**config.mk**
```make
export PLATFORM = sky130hd
export DESIGN_NAME = mem_arbiter
export DESIGN_NICKNAME = d
export VERILOG_FILES = /design/src/rtl/mem_arb_pkg.sv /design/src/rtl/mem_arb_prio.sv /design/src/rtl/mem_arbiter.sv
export SDC_FILE = /design/constraint.sdc
export NUM_CORES = 1
export LEC_CHECK = 0
export BUFFER_PORTS_ARGS = -buffer_cell sky130_fd_sc_hd__buf_4
export CAP_MARGIN = 5
export CORE_MARGIN = 8
export CORE_UTILIZATION = 41
export CTS_CLUSTER_SIZE = 12
export DETAILED_ROUTE_END_ITERATION = 8
export HOLD_SLACK_MARGIN = 0.06
export PLACE_DENSITY = 0.77
export SYNTH_ARGS = -nofsm -noshare
export SYNTH_HDL_FRONTEND = slang
export SYNTH_SLANG_ARGS = --single-unit
```
**constraint.sdc**
```tcl
create_clock -name clk -period 1.7 [get_ports clk]
set_input_delay 0.085 -clock clk [delete_from_list [all_inputs] [get_ports clk]]
set_output_delay 0.085 -clock clk [all_outputs]
set_load 0.03 [all_outputs]
```
**src/rtl/mem_arb_pkg.sv**
```systemverilog
// Shared types and default widths for the three-port RAM arbiter.
package mem_arb_pkg;

  localparam int DEF_ADDR_W     = 12;
  localparam int DEF_DATA_W     = 32;
  localparam int DEF_STARVE_MAX = 4;

  typedef logic [1:0] state_t;
  localparam state_t ST_IDLE  = 2'd0;
  localparam state_t ST_ISSUE = 2'd1;
  localparam state_t ST_WAIT  = 2'd2;
  localparam state_t ST_RESP  = 2'd3;

  typedef enum logic [1:0] {
    NONE  = 2'd0,
    INSTR = 2'd1,
    DATA  = 2'd2,
    FPGA  = 2'd3
  } grant_t;

endpackage

```
**src/rtl/mem_arb_prio.sv**
```systemverilog
// Combinational winner select: FPGA > data > instruction, unless the
// instruction port has been starved long enough to force its turn.
module mem_arb_prio
  import mem_arb_pkg::*;
(
  input  logic   i_ireq,
  input  logic   i_dreq,
  input  logic   i_freq,
  input  logic   i_starved,
  output grant_t o_winner
);

  // Starvation override sits above the fixed priority order.
  always_comb begin
    o_winner = NONE;
    if (i_ireq && i_starved) begin
      o_winner = INSTR;
    end else if (i_freq) begin
      o_winner = FPGA;
    end else if (i_dreq) begin
      o_winner = DATA;
    end else if (i_ireq) begin
      o_winner = INSTR;
    end else begin
      o_winner = NONE;
    end
  end

endmodule

```
**src/rtl/mem_arbiter.sv**
```systemverilog
// Three-port single-RAM arbiter (IDLE -> ISSUE -> WAIT -> RESP).
// Define MEM_ARBITER_FPGA_PORT_EN to let the FPGA port take part in arbitration.
module mem_arbiter
  import mem_arb_pkg::*;
#(
  parameter int ADDR_W     = DEF_ADDR_W,
  parameter int DATA_W     = DEF_DATA_W,
  parameter int STARVE_MAX = DEF_STARVE_MAX
) (
  input  logic              clk,
  input  logic              nRST,
  input  logic              i_req,
  input  logic [ADDR_W-1:0] i_addr,
  output logic [DATA_W-1:0] i_rdata,
  output logic              i_ready,
  input  logic              d_req,
  input  logic              d_wen,
  input  logic [ADDR_W-1:0] d_addr,
  input  logic [DATA_W-1:0] d_wdata,
  output logic [DATA_W-1:0] d_rdata,
  output logic              d_ready,
  input  logic              f_req,
  input  logic              f_wen,
  input  logic [ADDR_W-1:0] f_addr,
  input  logic [DATA_W-1:0] f_wdata,
  output logic              f_ready,
  output logic [ADDR_W-1:0] ram_addr,
  output logic              ram_wen,
  output logic [DATA_W-1:0] ram_wdata,
  input  logic [DATA_W-1:0] ram_rdata,
  input  logic              ram_busy,
  output logic [1:0]        grant
);

  localparam int CNT_W = (STARVE_MAX < 1) ? 1 : $clog2(STARVE_MAX + 1);

  state_t            r_state;
  grant_t            r_grant;
  logic [ADDR_W-1:0] r_addr;
  logic              r_wen;
  logic [DATA_W-1:0] r_wdata;
  logic              r_ram_wen;
  logic [DATA_W-1:0] r_i_rdata;
  logic [DATA_W-1:0] r_d_rdata;
  logic              r_i_ready;
  logic              r_d_ready;
  logic [CNT_W-1:0]  r_starve;

  logic              w_f_req;
  logic              w_any_req;
  logic              w_starved;
  grant_t            w_winner;
  logic [ADDR_W-1:0] w_sel_addr;
  logic              w_sel_wen;
  logic [DATA_W-1:0] w_sel_wdata;

`ifdef MEM_ARBITER_FPGA_PORT_EN
  logic r_f_ready;
  assign w_f_req = f_req;
  assign f_ready = r_f_ready;
`else
  logic w_unused_f_req;
  assign w_unused_f_req = f_req;
  assign w_f_req        = 1'b0;
  assign f_ready        = 1'b0;
`endif

  assign w_any_req = i_req | d_req | w_f_req;
  assign w_starved = (r_starve == CNT_W'(STARVE_MAX));

  mem_arb_prio u_prio (
    .i_ireq    (i_req),
    .i_dreq    (d_req),
    .i_freq    (w_f_req),
    .i_starved (w_starved),
    .o_winner  (w_winner)
  );

  // Route the winning port's request fields to the capture registers.
  always_comb begin
    w_sel_addr  = i_addr;
    w_sel_wen   = 1'b0;
    w_sel_wdata = {DATA_W{1'b0}};
    case (w_winner)
      FPGA: begin
        w_sel_addr  = f_addr;
        w_sel_wen   = f_wen;
        w_sel_wdata = f_wdata;
      end
      DATA: begin
        w_sel_addr  = d_addr;
        w_sel_wen   = d_wen;
        w_sel_wdata = d_wdata;
      end
      default: begin
        w_sel_addr  = i_addr;
        w_sel_wen   = 1'b0;
        w_sel_wdata = {DATA_W{1'b0}};
      end
    endcase
  end

  // Transaction FSM; ram_wen and the ready pulses are one-cycle registers.
  always_ff @(posedge clk or negedge nRST) begin
    if (!nRST) begin
      r_state   <= ST_IDLE;
      r_grant   <= NONE;
      r_addr    <= {ADDR_W{1'b0}};
      r_wen     <= 1'b0;
      r_wdata   <= {DATA_W{1'b0}};
      r_ram_wen <= 1'b0;
      r_i_rdata <= {DATA_W{1'b0}};
      r_d_rdata <= {DATA_W{1'b0}};
      r_i_ready <= 1'b0;
      r_d_ready <= 1'b0;
      r_starve  <= {CNT_W{1'b0}};
`ifdef MEM_ARBITER_FPGA_PORT_EN
      r_f_ready <= 1'b0;
`endif
    end else begin
      r_ram_wen <= 1'b0;
      r_i_ready <= 1'b0;
      r_d_ready <= 1'b0;
`ifdef MEM_ARBITER_FPGA_PORT_EN
      r_f_ready <= 1'b0;
`endif
      case (r_state)
        ST_IDLE: begin
          if (w_any_req) begin
            r_state   <= ST_ISSUE;
            r_grant   <= w_winner;
            r_addr    <= w_sel_addr;
            r_wen     <= w_sel_wen;
            r_wdata   <= w_sel_wdata;
            r_ram_wen <= w_sel_wen;
            if (!i_req || (w_winner == INSTR)) begin
              r_starve <= {CNT_W{1'b0}};
            end else if (!w_starved) begin
              r_starve <= r_starve + CNT_W'(1);
            end
          end else begin
            r_grant <= NONE;
          end
        end
        ST_ISSUE: r_state <= ST_WAIT;
        ST_WAIT: begin
          if (!ram_busy) begin
            r_state <= ST_RESP;
            case (r_grant)
              INSTR: begin
                r_i_rdata <= ram_rdata;
                r_i_ready <= 1'b1;
              end
              DATA: begin
                if (!r_wen) begin
                  r_d_rdata <= ram_rdata;
                end
                r_d_ready <= 1'b1;
              end
`ifdef MEM_ARBITER_FPGA_PORT_EN
              FPGA: r_f_ready <= 1'b1;
`endif
              default: r_state <= ST_RESP;
            endcase
          end
        end
        ST_RESP: begin
          r_state <= ST_IDLE;
          r_grant <= NONE;
        end
        default: begin
          r_state <= ST_IDLE;
          r_grant <= NONE;
        end
      endcase
    end
  end

  assign grant     = r_grant;
  assign ram_addr  = r_addr;
  assign ram_wdata = r_wdata;
  assign ram_wen   = r_ram_wen;
  assign i_rdata   = r_i_rdata;
  assign d_rdata   = r_d_rdata;
  assign i_ready   = r_i_ready;
  assign d_ready   = r_d_ready;

endmodule

```
==> run metrics, run 1 <==
Cell Rows=39; Slew headroom=66.4%; top cells by area, synth=dfrtp_1 (62%), mux2_4 (9.3%), mux2_1 (8.1%); area of the multi-input gates=1870 sq um; Clock Skew=0.0115 ns; Register Area=2980 sq um; GR Util All Layers=22.1%; Worst-path clk slew=0.06 ns; Layout area overhead=76.9%; clk sinks=119; f_max=0.548 GHz; Setup WS post-layout=-0.124 ns; initial drt markers=326; starting density of the core=42.2%; post-synthesis cell type count=31; DRT antenna net count=0; layout cells sized above 1=51.4%; cell leakage power=4.17 nW; Cells after Synth=326; Worst R2R Start=r_state[0]$_DFFE_PN0P_; register area share after synthesis=61.5%; Synth async-reset ratio=100%; worst-path fanout max=5; Die ar.=15500 sq um; failing checks=setup timing; Final setup viols=60; most common flop cell mapped by yosys=dfrtp_1; core footprint=11500 sq um; run status=finished, violations left; Post-synth EDFFs=0; TritonCTS buffer count=17; fin util=74.6%; largest net degree at the start of global routing=63; Synth Cell Area=4840 sq um; Worst R2R End=i_rdata[20]$_DFFE_PN0P_; Worst Path Required=1.98 ns; gr ovfl total=0; Critical Path AT=2.11 ns; DR pass1 iterations=5; Syn Area/Cell=14.8 sq um; TritonCTS clock tree=built; H-tree levels=4; via count=4187; yosys warns=0; routed wire length=18.3 mm; Hold Path Class=in2async; Tcrit/Tclk final=107%; Final HPWL DP=9.75 mm; count leader, synth=dfrtp_1; CP Capture Type=flip-flop; Layout Nets=789; clk_lat worst skew=0.41 ns; Clock Tree Root=clkbuf_16; DR DRC count=0; RSZ-0062 raised after global routing=true; vias per std cell=5.22; Final Critical Period=1.82 ns; Post-synth top cells=dfrtp_1 (119), mux2_1 (35), a22o_1 (34); Crit Path Class=reg2reg; RePlAce Congestion=0.794; vias in the first global route=4640; overall power=17.7 mW; max-capacitance violation count=0; Yosys reg bits=119; IO Count=254; R2R Setup Slk=-0.12 ns; antenna violations before repair=1; filler cell count=650; Die X-Extent=125 microns; chip height=125 microns; Final Max Slew Viols=0; Synth top area share=61.5%; first-pass GRT wire length=27.3 mm; Peak VDD IR=1.61 mV; Slew @ Worst Pin=0.502 ns; Post-Syn Nets=471; Critical Path Source Type=flip-flop; Port Buffer Count=206; Clock Path Buffers=2; area leader, netlist=dfrtp_1; R2R cell count=8; Avg WL per Cell=22.8 microns; final hold vios=0; P per Cell Area=2070 nW/um^2
## report_power, final
part	internal (mW)	switching (mW)	leakage, nW	total (mW)
sequential	4.16	0.923	1.50	5.08
combinational	3.82	4.75	2.34	8.57
clock	2.76	1.31	0.326	4.06
total	10.7	6.98	4.17	17.7
## per-stage QoR
step	cell area [sq um]	setup WS [ns]	setup TNS, ns	instances	hold WS [ns]
final	8560	-0.124	-3.72	802	0.0786
after global routing	8560	-0.152	-5.69	801	0.0925
after CTS	8360	-0.0652	-3.55	795	0.0637
after detailed placement	6530	-0.155	-8.95	660	-0.0453
after global placement	6530	-0.0829	-3.51	660	-0.0469
after floorplan	4840	0.0212	0	326	-0.211
## worst max-delay path by stage
stage | from | endpoint | slack (ns) | cells after the start
finish | r_state[0]$_DFFE_PN0P_ | i_rdata[20]$_DFFE_PN0P_ | -0.12 | 8
global route | r_state[0]$_DFFE_PN0P_ | i_rdata[19]$_DFFE_PN0P_ | -0.15 | 8
CTS | r_state[0]$_DFFE_PN0P_ | i_rdata[19]$_DFFE_PN0P_ | -0.07 | 8
detailed placement | r_state[0]$_DFFE_PN0P_ | r_starve[1]$_DFFE_PN0P_ | -0.16 | 6
global placement | r_state[0]$_DFFE_PN0P_ | r_starve[2]$_DFFE_PN0P_ | -0.08 | 6
floorplan | r_state[0]$_DFFE_PN0P_ | d_rdata[10]$_DFFE_PN0P_ | 0.02 | 7
## layout make-up
class / count / share of cell area, %
multi-input combinational: 179 / 21.8
antenna: 2 / 0.0585
sequential: 119 / 34.8
timing repair buffer: 322 / 33.1
clock buffer: 21 / 5.61
clock inverter: 11 / 2.25
inverter: 5 / 0.219
tap: 143 / 2.09
## cells by family after synthesis
logic type                 Yosys count  synth area share, %
AOI/OAI and AO/OA                   55                 9.52
adders and majority gates            5                 1.29
DFF                                119                 61.5
and+or+nand+nor                     49                 5.35
other                                1               0.0775
muxes                               65                 17.5
buffers and inverters               32                 4.76
## critical path, cell delays in order (launching register included)
cell and delay (ns):
dfrtp_1 0.40, inv_2 0.10, ha_4 0.15, buf_6 0.09
nor4bb_4 0.20, buf_6 0.18, buf_6 0.14, buf_12 0.13
mux2_4 0.30
## registers in the layout, summed over array words and instances, names as in the netlist
register and cells:
d_rdata 32, i_rdata 32, ram_wdata 32, ram_addr 12
r_starve 3, grant 2, r_state 2, d_ready 1
i_ready 1, r_wen 1, ram_wen 1
## layout by cell type, fill, tap and decap left out, drive strengths merged, types with 2 or more instances in the layout
master	netlist	final
nand2	26	26
diode	0	2
inv	5	6
and2	2	2
clkinv	0	3
o21ai	1	5
nand4	12	12
bufinv	0	5
clkbuf	7	22
dlygate4sd3	0	92
dfrtp	119	119
clkinvlp	0	2
nor2	3	3
buf	20	229
a22o	34	34
a32o	2	2
mux2	65	65
o211ai	12	12
ha	5	5
## routing by layer
layer  wire, microns  share of wire (%)  up-vias  global-route usage [%]
met5               0                  0        -                       0
met4             209                1.1        0                    8.08
met2            9270                 51      229                    37.3
met1            7480                 41     2104                    25.7
li1                -                  -     1831                       -
met3            1350                7.4       23                    6.89
## repair_timing
| item | CTS | global route |
|---|---|---|
| gates resized for setup | 25 | 31 |
| hold endpoints to repair | 231 | 0 |
| setup buffers | 5 | 2 |
| endpoints found under the setup margin | 111 | 114 |
| hold buffers | 92 | 0 |
| cloned | 6 | 3 |
| pin swaps | 0 | 0 |
Note: power is estimated with default switching activity, not from simulation.
==> run 2: changes to the inputs <==
MAX_ROUTING_LAYER = met4   (was default)
==> run 2 against run 1 <==
Net effect:
- the run still ends with setup timing left
- maximum frequency is 0.43% higher
- first-iteration DRC count decreased by 4.9%
- critical path depth unchanged
- power is 0.25% higher
- count of clock-buffer cells in the layout unchanged
- clock power about the same
- die area did not move
- routed wire length increased by 1.8%
- worst setup slack better by 0.0078 ns
- largest cell class unchanged
- highest routed layer unchanged
==> run metrics, run 2 (synthesis results as in run 1) <==
clk_lat worst skew=0.41 ns (about the same); Final Critical Period=1.82 ns (about the same); failing checks=setup timing (unchanged); IO Count=254 (unchanged); Worst Path Required=1.99 ns (was 1.98 ns); H-tree levels=4 (unchanged); filler cell count=647 (was 650); f_max=0.551 GHz (was 0.548 GHz); via count=4235 (was 4187); max incr delay on CP=0.40 ns (about the same); Worst-path clk slew=0.06 ns (about the same); RSZ-0062 raised after global routing=true (unchanged); largest net degree at the start of global routing=63 (unchanged); Clock Skew=0.0103 ns (was 0.0115 ns); Clock Tree Root=clkbuf_16 (unchanged); GR peak layer=met2 (unchanged); Final HPWL DP=9.75 mm (unchanged); GR Util All Layers=22.6% (was 22.1%); worst-path fanout max=5 (unchanged); initial drt markers=310 (was 326); Critical Path Slowest Stage Cell=dfrtp_1 (unchanged); Cell Rows=39 (unchanged); Crit Path Class=reg2reg (unchanged); core footprint=11500 sq um (unchanged); DR DRC count=0 (unchanged); most common cell after layout, fill and taps aside=buf_4 (unchanged); final hold vios=0 (unchanged); Tcrit/Tclk final=107% (about the same); DRT antenna net count=0 (unchanged); Final setup viols=59 (was 60); max-capacitance violation count=0 (unchanged); P per Cell Area=2070 nW/um^2 (about the same); Die ar.=15500 sq um (unchanged); Clk network pwr share=22.9% (about the same); TritonCTS clock tree=built (unchanged); part of the power in registers=28.6% (was 28.7%); most frequent cells in the layout=buf_4 (216), dfrtp_1 (119), dlygate4sd3_1 (92), mux2_4 (61), a22o_1 (34) (was buf_4 (215), dfrtp_1 (119), dlygate4sd3_1 (92), mux2_4 (61), a22o_1 (34)); Slew @ Worst Pin=0.513 ns (was 0.502 ns); TritonCTS buffer count=17 (unchanged); Hold Path Class=in2async (unchanged); vias in the first global route=4664 (was 4640); run status=finished, violations left (unchanged); first-pass GRT wire length=27.2 mm (was 27.3 mm); Layout area overhead=77.1% (was 76.9%); clk sinks=119 (unchanged); Peak VDD IR=1.70 mV (was 1.61 mV); Port Buffer Count=206 (unchanged); CP Cell Sequence=inv_2, ha_4, buf_6, nor4bb_4, buf_6, buf_6, buf_12, mux2_4 (unchanged); Clock Path Buffers=2 (unchanged); chip height=125 microns (unchanged); vias per std cell=5.27 (was 5.22); Die X-Extent=125 microns (unchanged); Net Switching=7.02 mW (was 6.98 mW); Comb power frac=48.4% (about the same); Critical Path Source Type=flip-flop (unchanged); CP Capture Type=flip-flop (unchanged); Setup WS post-layout=-0.116 ns (was -0.124 ns); sw frac=39.5% (was 39.4%); Layout Nets=791 (was 789); starting density of the core=42.2% (unchanged); overall power=17.8 mW (was 17.7 mW); GRT met1 Usage=26.2% (was 25.7%); antenna violations before repair=1 (unchanged); layout cells sized above 1=51.6% (was 51.4%); gr ovfl total=0 (unchanged); Slew headroom=65.8% (was 66.4%); routed wire length=18.6 mm (was 18.3 mm); RePlAce Congestion=0.805 (was 0.794); cell mode on critical path=buf_6 (unchanged); Critical Path AT=2.10 ns (was 2.11 ns); cell leakage power=4.18 nW (was 4.17 nW); Internal=10.7 mW (about the same); GRT met3 Usage=5.87% (was 6.89%); Avg WL per Cell=23.2 microns (was 22.8 microns); DR pass1 iterations=7 (was 5); met2 GRT Util=37.2% (was 37.3%); Final Max Slew Viols=0 (unchanged); dpl ws=-0.155 ns (unchanged)
## run 2: cell count changes in the layout (fill, tap and decap cells not counted), sizes merged
cell / previous run / this run
buf: 229 / 230
diode: 2 / 1
o21ai: 5 / 6
## run 2: worst paths after layout
kind | end | slack [ns] | depth (start not counted) | from
hold / removal | d_rdata[16]$_DFFE_PN0P_ | 0.07 | 2 | nRST
setup / recovery | i_rdata[20]$_DFFE_PN0P_ | -0.12 | 8 | r_state[0]$_DFFE_PN0P_
setup reg to reg | i_rdata[20]$_DFFE_PN0P_ | -0.12 | 8 | r_state[0]$_DFFE_PN0P_
max in group asynchronous | d_rdata[28]$_DFFE_PN0P_ | 1.04 | 3 | nRST
hold reg to reg | ram_wdata[7]$_DFFE_PN0P_ | 0.50 | 1 | ram_wdata[7]$_DFFE_PN0P_
min in group clk | ram_addr[2]$_DFFE_PN0P_ | 0.15 | 3 | d_req
## run 2: repair_timing
action	in CTS	in global routing
setup buffers	5	3
hold buffers	92	0
cloned	6	4
hold endpoints to repair	231	0
resized for setup	25	30
setup endpoints to repair	111	114
pin swaps	0	1
## run 2: through the flow
stage	util [%]	instance area [sq um]	hold slack, ns	std cells	TNS (ns)
after floorplan	-	4840	-0.211	326	0
after global placement	57.0	6530	-0.0469	660	-3.51
after detailed placement	57.0	6530	-0.0453	660	-8.95
after CTS	72.9	8360	0.0637	795	-3.55
after global routing	74.7	8570	0.0949	803	-5.50
final	74.7	8570	0.0749	803	-3.77
## run 2: area by class of cell
class                      count  area [sq um]  share of cell area (%)
clock buffer                  21           480                    5.61
tap                          143           179                    2.09
inverter                       5          18.8                   0.219
sequential                   119          2980                    34.8
antenna                        1          2.50                  0.0292
multi-input combinational    180          1870                    21.8
timing repair buffer         323          2840                    33.2
clock inverter                11           193                    2.25
## run 2: power by group through the flow
stage	Sequential [mW]	Combinational [mW]	Clock, mW
2_1_floorplan	7.34	2.11	0
3_3_place_gp	4.91	7.35	0
3_5_place_dp	4.96	7.51	0
4_1_cts	4.97	8.07	4.10
5_1_grt	5.20	8.97	4.25
6_report	5.09	8.60	4.07
## run 2: layer usage
| layer | wire length, microns | vias to the layer above | share of wire [%] |
|---|---|---|---|
| met5 | 0 | - | 0 |
| met4 | 211 | 0 | 1.1 |
| met3 | 1330 | 19 | 7.2 |
| met2 | 9500 | 222 | 51 |
| met1 | 7590 | 2164 | 41 |
| li1 | - | 1830 | - |
## run 2: critical path, delay by kind of cell (launching register included)
| family | cells | cell delay (ns) |
|---|---|---|
| and+or+nand+nor | 1 | 0.20 |
| muxes | 1 | 0.30 |
| buffers and inverters | 5 | 0.63 |
| adders and majority gates | 1 | 0.15 |
| DFF | 1 | 0.40 |
